### src/rtl/div_pkg.sv
// Shared types and constants for the divider arbiter and its round-robin grant logic.
package div_pkg;

  localparam int unsigned NUM_CLIENTS = 2;

  // Divide-by-zero quotient is this bit replicated across the result width (all ones).
  localparam logic DBZ_QUOTIENT_BIT = 1'b1;

  typedef enum logic [1:0] {
    IDLE  = 2'd0,
    ISSUE = 2'd1,
    WAIT  = 2'd2,
    RESP  = 2'd3
  } arb_state_t;

  function automatic logic [NUM_CLIENTS-1:0] client_onehot(input logic idx);
    return idx ? 2'b10 : 2'b01;
  endfunction

endpackage

### src/rtl/rr_arbiter2.sv
// Two-way round-robin grant: combinational grant, registered pointer to the client served last.
module rr_arbiter2
  import div_pkg::*;
(
  input  logic                   clk,
  input  logic                   rst,
  input  logic [NUM_CLIENTS-1:0] req,
  input  logic                   en,
  output logic [NUM_CLIENTS-1:0] gnt,
  output logic                   gnt_idx
);

  logic last_gnt;
  logic fav;

  // Favour the client not served last; fall back to the other one if it is idle.
  always_comb begin
    fav     = ~last_gnt;
    gnt_idx = fav;
    if (!req[fav]) gnt_idx = ~fav;
    gnt = (en && (req != '0)) ? client_onehot(gnt_idx) : '0;
  end

  // A grant is always accepted because ready equals grant and grant implies valid.
  always_ff @(posedge clk or posedge rst) begin
    if (rst) begin
      last_gnt <= 1'b1;
    end else if (en && (req != '0)) begin
      last_gnt <= gnt_idx;
    end
  end

endmodule

### src/rtl/div_arbiter.sv
// Arbitrates two clients onto one iterative divider, resolving divide-by-zero locally and
// aborting a divider that never reports a result.
module div_arbiter
  import div_pkg::*;
#(
  parameter int unsigned parallelism = 32,
  parameter int unsigned TIMEOUT     = 256
) (
  input  logic                     clk,
  input  logic                     rst,
  input  logic [1:0]               req_valid,
  output logic [1:0]               req_ready,
  input  logic [1:0]               req_signed,
  input  logic [2*parallelism-1:0] req_dividend,
  input  logic [2*parallelism-1:0] req_divisor,
  output logic [1:0]               rsp_valid,
  input  logic [1:0]               rsp_ready,
  output logic [parallelism-1:0]   rsp_quotient,
  output logic [parallelism-1:0]   rsp_remainder,
  output logic                     rsp_dbz,
  output logic                     rsp_err,
  output logic                     div_valid,
  output logic                     div_usigned_n,
  output logic [parallelism-1:0]   div_dividend,
  output logic [parallelism-1:0]   div_divisor,
  input  logic [parallelism-1:0]   div_quotient,
  input  logic [parallelism-1:0]   div_reminder,
  input  logic                     div_res_ready
);

  localparam int unsigned W  = parallelism;
  localparam int unsigned CW = $clog2(TIMEOUT);

  arb_state_t    state;
  logic [CW-1:0] cnt;
  logic          cur;
  logic          gnt_idx;
  logic [1:0]    gnt;
  logic          accept;
  logic [W-1:0]  sel_dividend;
  logic [W-1:0]  sel_divisor;

  rr_arbiter2 u_rr (
    .clk     (clk),
    .rst     (rst),
    .req     (req_valid),
    .en      (state == IDLE),
    .gnt     (gnt),
    .gnt_idx (gnt_idx)
  );

  always_comb begin
    req_ready    = gnt;
    accept       = (gnt & req_valid) != 2'b00;
    sel_dividend = gnt_idx ? req_dividend[2*W-1:W] : req_dividend[W-1:0];
    sel_divisor  = gnt_idx ? req_divisor[2*W-1:W]  : req_divisor[W-1:0];
  end

  always_ff @(posedge clk or posedge rst) begin
    if (rst) begin
      state         <= IDLE;
      cnt           <= '0;
      cur           <= 1'b0;
      rsp_valid     <= 2'b00;
      rsp_quotient  <= '0;
      rsp_remainder <= '0;
      rsp_dbz       <= 1'b0;
      rsp_err       <= 1'b0;
      div_valid     <= 1'b0;
      div_usigned_n <= 1'b0;
      div_dividend  <= '0;
      div_divisor   <= '0;
    end else begin
      div_valid <= 1'b0;
      case (state)
        IDLE: begin
          if (accept) begin
            cur           <= gnt_idx;
            div_dividend  <= sel_dividend;
            div_divisor   <= sel_divisor;
            div_usigned_n <= req_signed[gnt_idx];
            rsp_dbz       <= 1'b0;
            rsp_err       <= 1'b0;
            // A zero divisor is answered here without ever starting the divider.
            if (sel_divisor == '0) begin
              rsp_quotient  <= {W{DBZ_QUOTIENT_BIT}};
              rsp_remainder <= sel_dividend;
              rsp_dbz       <= 1'b1;
              rsp_valid     <= client_onehot(gnt_idx);
              state         <= RESP;
            end else begin
              div_valid <= 1'b1;
              state     <= ISSUE;
            end
          end
        end
        ISSUE: begin
          cnt   <= '0;
          state <= WAIT;
        end
        WAIT: begin
          if (div_res_ready) begin
            rsp_quotient  <= div_quotient;
            rsp_remainder <= div_reminder;
            rsp_valid     <= client_onehot(cur);
            state         <= RESP;
          end else if (cnt == CW'(TIMEOUT - 2)) begin
            // Counter would reach TIMEOUT-1 on this edge: give up on the divider.
            rsp_quotient  <= '0;
            rsp_remainder <= '0;
            rsp_err       <= 1'b1;
            rsp_valid     <= client_onehot(cur);
            state         <= RESP;
          end else begin
            cnt <= cnt + CW'(1);
          end
        end
        RESP: begin
          if (rsp_ready[cur]) begin
            rsp_valid <= 2'b00;
            state     <= IDLE;
          end
        end
        default: state <= IDLE;
      endcase
    end
  end

endmodule
### config.mk
export PLATFORM = sky130hd
export DESIGN_NAME = div_arbiter
export DESIGN_NICKNAME = d
export VERILOG_FILES = /design/src/rtl/div_pkg.sv /design/src/rtl/rr_arbiter2.sv /design/src/rtl/div_arbiter.sv
export SDC_FILE = /design/constraint.sdc
export NUM_CORES = 1
export LEC_CHECK = 0
export ABC_AREA = 0
export CAP_MARGIN = 30
export CORE_MARGIN = 1
export CORE_UTILIZATION = 40
export CTS_CLUSTER_SIZE = 30
export DETAILED_ROUTE_END_ITERATION = 6
export GPL_TIMING_DRIVEN = 0
export PLACE_DENSITY = 0.8
export SYNTH_ARGS = -nofsm -noshare
export SYNTH_HDL_FRONTEND = slang
export SYNTH_SLANG_ARGS = --single-unit
export TNS_END_PERCENT = 100
### constraint.sdc
create_clock -name clk -period 8.4 [get_ports clk]
set_input_delay 1.26 -clock clk [delete_from_list [all_inputs] [get_ports clk]]
set_output_delay 1.26 -clock clk [all_outputs]
set_load 0.02 [all_outputs]
== Word level (Yosys, flattened, before mapping) ==
Index checks and enable logic that the tools add are counted.
W data, S select, Z words.
Storage, ports and cells
  register bits: 146
  output and inout bits: 136
  logic and storage cells: 87
Operators by class
  add/sub/neg operators: 1
  magnitude comparators: 3
  equality and inequality tests: 11
  muxes and demuxes: 43
  bitwise operators: 2
  reduce and logical (&&, ||, !) cells: 14
Operator list (number)
  $mux W32: 9
  $pmux W32 S2: 2
  $logic_not A32 Y1: 1
  $mux W2: 12
  $mux W8: 2
  $pmux W8 S2: 1
  $mux W1: 14
  $ne A2 B2 Y1 const B: 6
  $add A8 B1 Y8 const B: 1
  $eq A8 B8 Y1 const B: 1
  $pmux W2 S4: 1
  $reduce_and A4 Y1: 2
  $reduce_bool A2 Y1: 4
  $lt A1 B2 Y1 const B: 3
  $pmux W2 S3: 1
  $reduce_and A3 Y1: 2
  $reduce_and A5 Y1: 1
  $eq A2 B2 Y1 const B: 2
  $ne A3 B3 Y1 const B: 1
  $reduce_bool A3 Y1: 1
  $and A2 B2 Y2: 1
  $eq A2 B1 Y1 const B: 1
  $logic_not A2 Y1: 1
  $pmux W1 S2: 1
  other kinds (3): 3

== Logic depth before layout (Yosys ltp) ==
  word-level depth: 10
  mapped depth: 9
  gate-level depth less buffers: 8

== Modules after synthesis ==
A second synthesis with hierarchy kept.
Unflattened totals
  cells, all modules: 681
  area, all modules: 7031.7 um2
By module, submodules not included
  div_arbiter: times used 1, cells each 672, area an instance 6957.9 um2
  rr_arbiter2: times used 1, cells each 9, area an instance 73.8 um2

== Least setup slack after synthesis ==
Ideal clock, no wire load.
  kind: input-to-output
  from: in req_valid[1]
  to: out req_ready[1]
  arrival: 2.501 ns
  required time: 7.140 ns
  slack: 4.639 ns
  stages on the path: 6
  path buffers: 3
  path through: nor2_1 > a21o_1 > clkbuf_1 > clkbuf_1 > buf_2 > nor2_1
Between the ends
  cells in the longest elaborated chain, start to end: 5
  elaborated cells on any way between the ends: 7
  classes of those cells: 5 x mux; 2 x reduce/logical
Ends and longest elaborated chain
  start, declared: RTL line div_arbiter.sv:11  | input logic [1:0] req_valid,
  $mux W1 (not written as such) (2 in series): RTL line rr_arbiter2.sv:20  | if (!req[fav]) gnt_idx = ~fav;
  $mux W1: RTL line rr_arbiter2.sv:20
  $mux W2: RTL line div_pkg.sv:17  | return idx ? 2'b10 : 2'b01;
  $mux W2 *: RTL line rr_arbiter2.sv:21  | gnt = (en && (req != '0)) ? client_onehot(gnt_idx) : '0;
  end, declared: RTL line div_arbiter.sv:12  | output logic [1:0] req_ready,
Mark *: on every way between the ends. The rest lies on a longest branch, timed or not. The select of a mux whose other input is x is not followed.

== Worst setup path after layout ==
  from: in req_valid[0]
  to: out req_ready[0]
The elaborated chain is that of the path after synthesis.

==> impl_metrics.toml <==
[status]
outcome = "complete, no violations"

[grt]
total_grt_usage = 0.269
grt_use_met2 = 0.452
pin_count_of_the_biggest_net_entering_global_routing = 77
groute.layer.met1.usage = 0.331
via_count_of_the_first_global_routing_pass = 6698
global_route_wire_length_before_repair_um = 36500
top_usage_layer = "met2"
use_met3 = 0.0650
antenna_violations_before_repair = 0
overflow = 0

[timing]
max_freq_mhz = 187
final-hold-violation-count = 0
max_slew_margin = 0.508
rsz_0062_raised_after_global_routing = "false"
setup-violations-final = 0
final_critical_path_setup_slack_ns = 3.06
final-max-slew-violation-count = 0
tightestPinTransition_ns = 0.738
fin_crit_sh = 0.636
timing.final.crit_period_ns = 5.34
finalSetupTns_ns = 0
clock-skew-final_ns = 0.00771

[placement]
place_ws_ns = 2.97
detailed_place_hpwl_um = 17900
dpl_cell_area_um2 = 10700
finalWeightedCongestion = 0.881
numPortBuffers = 335

[synthesis]
yosysWarningCount = 0
yosysSeqAreaShare = 0.523
synthesis.area_per_instance_um2 = 10.3
syn_area_um2 = 6990
mappedNetlistNets = 889
syn-instance-count = 681
synth-seq-cells = 146
distinct_cell_type_count_of_the_synthesized_netlist = 37

[critical_path]
critPathLaunchType = "primary input"
arrival_ns = 4.08
cp.required_ns = 7.14
ff2ff_setup_slack_ns = 5.52
worst-setup-path-type = "in -> out"
setup.worst_path.end = "req_ready[0]"
worstSetupStartpoint = "req_valid[0]"
crit-reg2reg-launch = "u_rr.last_gnt$_DFFE_PP1N_"
rr_endpoint = "rsp_remainder[31]$_DFFE_PP0P_"
worstSetupEndpointType = "output pin"
worst-path-max-fanout = 10
timing.reg2reg.worst_path_depth = 7

[power_and_ir_drop]
switching_share = 0.389
power_frac_clock = 0.190
p_leak_nw = 4.69
power.internal_mw = 2.57
switch_pwr_mw = 1.64
seq_power_share = 0.279
comb_power_share = 0.530
p_per_area_nw_per_um2 = 374
ir_worst_vdd_mv = 0.189

[final_layout]
diodes = 0
postLayoutCellArea_um2 = 11300
design.final.nets = 1244
n_fill_cell = 1355
post_route_cells_drive_above_1_share = 0.100
flow.area_growth_from_synthesis_pct = 61.2

[job]
max_cap_viol_count = 0

[route]
routed_wl_um = 23500
drt-initial-drc-count = 299
drt_pass1_iterations = 5
via_density_per_instance = 5.07
avgRoutedWirePerCell_um = 18.6
drt_drc_violations_left = 0
vias = 6438
ant_nets = 0

[cts]
cts.reportedPaths.clkPinSlew_ns = 0.06
htreeDepth = 4
worst_skew_pair.late_latency_ns = 0.42
clock-root-buffer = "sky130_fd_sc_hd__clkbuf_16"
cts_setup_buffers = 0
cts.repair.resized = 0
cts_hold_buffers = 0
cts.sinks = 146
clock_path_buffers = 2
cts_made_buffers = 17
clock_tree_from_tritoncts = "built"

[floorplanning]
floorplan.die.width_um = 134
std_cell_rows = 47
core_area_um2 = 16800
floorplan.initialDensity = 0.416
design.die.area_um2 = 18000
die_height_um = 134
design.portCount = 337

[worst_hold_path]
holdCritPathClass = "reg -> reg"
## routing by layer
layer | up-vias | share of wire
li1 | 3070 | -
met1 | 3089 | 0.42
met2 | 234 | 0.50
met3 | 45 | 0.059
met4 | 0 | 0.029
met5 | - | 0
## how the worst min path moves through the flow
stage | start | endpoint | slack [ns] | cells past startpoint
2_1_floorplan | cnt[0]$_DFFE_PP0P_ | cnt[0]$_DFFE_PP0P_ | 0.49 | 1
3_3_place_gp | div_divisor[0]$_DFFE_PP0P_ | div_divisor[0]$_DFFE_PP0P_ | 0.46 | 2
3_5_place_dp | div_divisor[5]$_DFFE_PP0P_ | div_divisor[5]$_DFFE_PP0P_ | 0.47 | 2
4_1_cts | div_divisor[5]$_DFFE_PP0P_ | div_divisor[5]$_DFFE_PP0P_ | 0.48 | 2
5_1_grt | div_dividend[26]$_DFFE_PP0P_ | div_dividend[26]$_DFFE_PP0P_ | 0.49 | 2
6_report | div_divisor[7]$_DFFE_PP0P_ | div_divisor[7]$_DFFE_PP0P_ | 0.48 | 2
## layout make-up
class	count	area [µm²]	share of cell area
Inverter	5	23.8	0.00211
Multi-Input combinational cell	484	3100	0.275
Tap cell	220	275	0.0244
Timing Repair Buffer	336	3380	0.300
Clock buffer	20	437	0.0388
Buffer	46	218	0.0193
Clock inverter	12	180	0.0160
Sequential cell	146	3650	0.324
## cells in the final DEF, fill, tap and decap left out, types with 2 or more instances in the layout
master	count
sky130_fd_sc_hd__clkdlybuf4s50_1	335
sky130_fd_sc_hd__nand2_1	169
sky130_fd_sc_hd__dfrtp_1	145
sky130_fd_sc_hd__o21ai_0	106
sky130_fd_sc_hd__mux2i_1	66
sky130_fd_sc_hd__mux2_2	60
sky130_fd_sc_hd__clkbuf_1	37
sky130_fd_sc_hd__clkbuf_16	17
sky130_fd_sc_hd__nor4_1	14
sky130_fd_sc_hd__nor2_1	12
sky130_fd_sc_hd__nand4_1	7
sky130_fd_sc_hd__ha_1	7
sky130_fd_sc_hd__buf_2	6
sky130_fd_sc_hd__mux2_1	6
sky130_fd_sc_hd__a21oi_1	5
sky130_fd_sc_hd__xor2_1	4
sky130_fd_sc_hd__buf_6	4
sky130_fd_sc_hd__inv_1	4
sky130_fd_sc_hd__inv_6	4
sky130_fd_sc_hd__bufinv_16	4
sky130_fd_sc_hd__nor2b_1	3
sky130_fd_sc_hd__or3_1	3
sky130_fd_sc_hd__a21o_1	3
sky130_fd_sc_hd__nand3_1	2
sky130_fd_sc_hd__and4_1	2
sky130_fd_sc_hd__buf_4	2
sky130_fd_sc_hd__o31ai_1	2
sky130_fd_sc_hd__clkinv_2	2
sky130_fd_sc_hd__clkinvlp_4	2
## synth_stat cells (all sizes together)
library cell,instances,share of area
clkbuf,34,0.018
o2111ai,1,0.0013
nor3,1,0.00072
xor2,4,0.0050
buf,12,0.013
nand3b,1,0.0011
o211ai,1,0.0011
nor2b,3,0.0027
dfstp,1,0.0038
a21boi,1,0.0011
or3,3,0.0027
mux2,66,0.11
nor4,14,0.013
nand4,7,0.0063
dfrtp,145,0.52
ha,7,0.013
nand2b,1,0.00090
and3,1,0.00090
a21oi,6,0.0059
o21ai,106,0.076
o31ai,2,0.0021
nand2,169,0.091
and4,2,0.0025
a22o,1,0.0013
mux2i,66,0.095
a211oi,1,0.0011
a21o,3,0.0032
a2111oi,1,0.0013
inv,5,0.0027
nand3,2,0.0014
and2,1,0.00090
nor2,12,0.0064
o21a,1,0.0011
## metrics by stage
step | std cells | total power [mW] | utilization | hold slack (ns)
global route | 1269 | 4.46 | 0.670 | 0.492
CTS | 1269 | 4.25 | 0.670 | 0.483
floorplan | 681 | 2.42 | - | 0.489
finish | 1269 | 4.21 | 0.670 | 0.480
detailed placement | 1237 | 3.42 | 0.633 | 0.469
global placement | 1236 | 3.38 | 0.631 | 0.461
## sequential cells by signal (all words and copies together), names as in the netlist
| signal | flops |
|---|---|
| div_dividend | 32 |
| div_divisor | 32 |
| rsp_quotient | 32 |
| rsp_remainder | 32 |
| cnt | 8 |
| rsp_valid | 2 |
| state | 2 |
| cur | 1 |
| div_usigned_n | 1 |
| div_valid | 1 |
| rsp_dbz | 1 |
| rsp_err | 1 |
| u_rr.last_gnt | 1 |
## worst max-delay path, cell delays in order
cell                              delay (ns)
sky130_fd_sc_hd__clkdlybuf4s50_1        0.45
sky130_fd_sc_hd__o21ai_0                0.37
sky130_fd_sc_hd__clkbuf_1               0.47
sky130_fd_sc_hd__clkbuf_1               0.45
sky130_fd_sc_hd__clkbuf_1               0.42
sky130_fd_sc_hd__nor2_1                 0.08
sky130_fd_sc_hd__clkdlybuf4s50_1        0.57
## logic make-up after synthesis
family | synth area share
mux | 0.201
flops | 0.523
xor+xnor | 0.00501
buf+inv | 0.0338
compound gates | 0.0952
fa+ha+maj | 0.0125
simple gates | 0.130
## power groups by stage
| stage | Sequential (mW) | Clock (mW) | Combinational, mW |
|---|---|---|---|
| 6_report | 1.18 | 0.801 | 2.23 |
| 5_1_grt | 1.22 | 0.846 | 2.39 |
| 4_1_cts | 1.18 | 0.820 | 2.25 |
| 3_5_place_dp | 1.18 | 0 | 2.24 |
| 3_3_place_gp | 1.17 | 0 | 2.21 |
| 2_1_floorplan | 1.52 | 0 | 0.905 |
(Power assumes the default switching activity.)
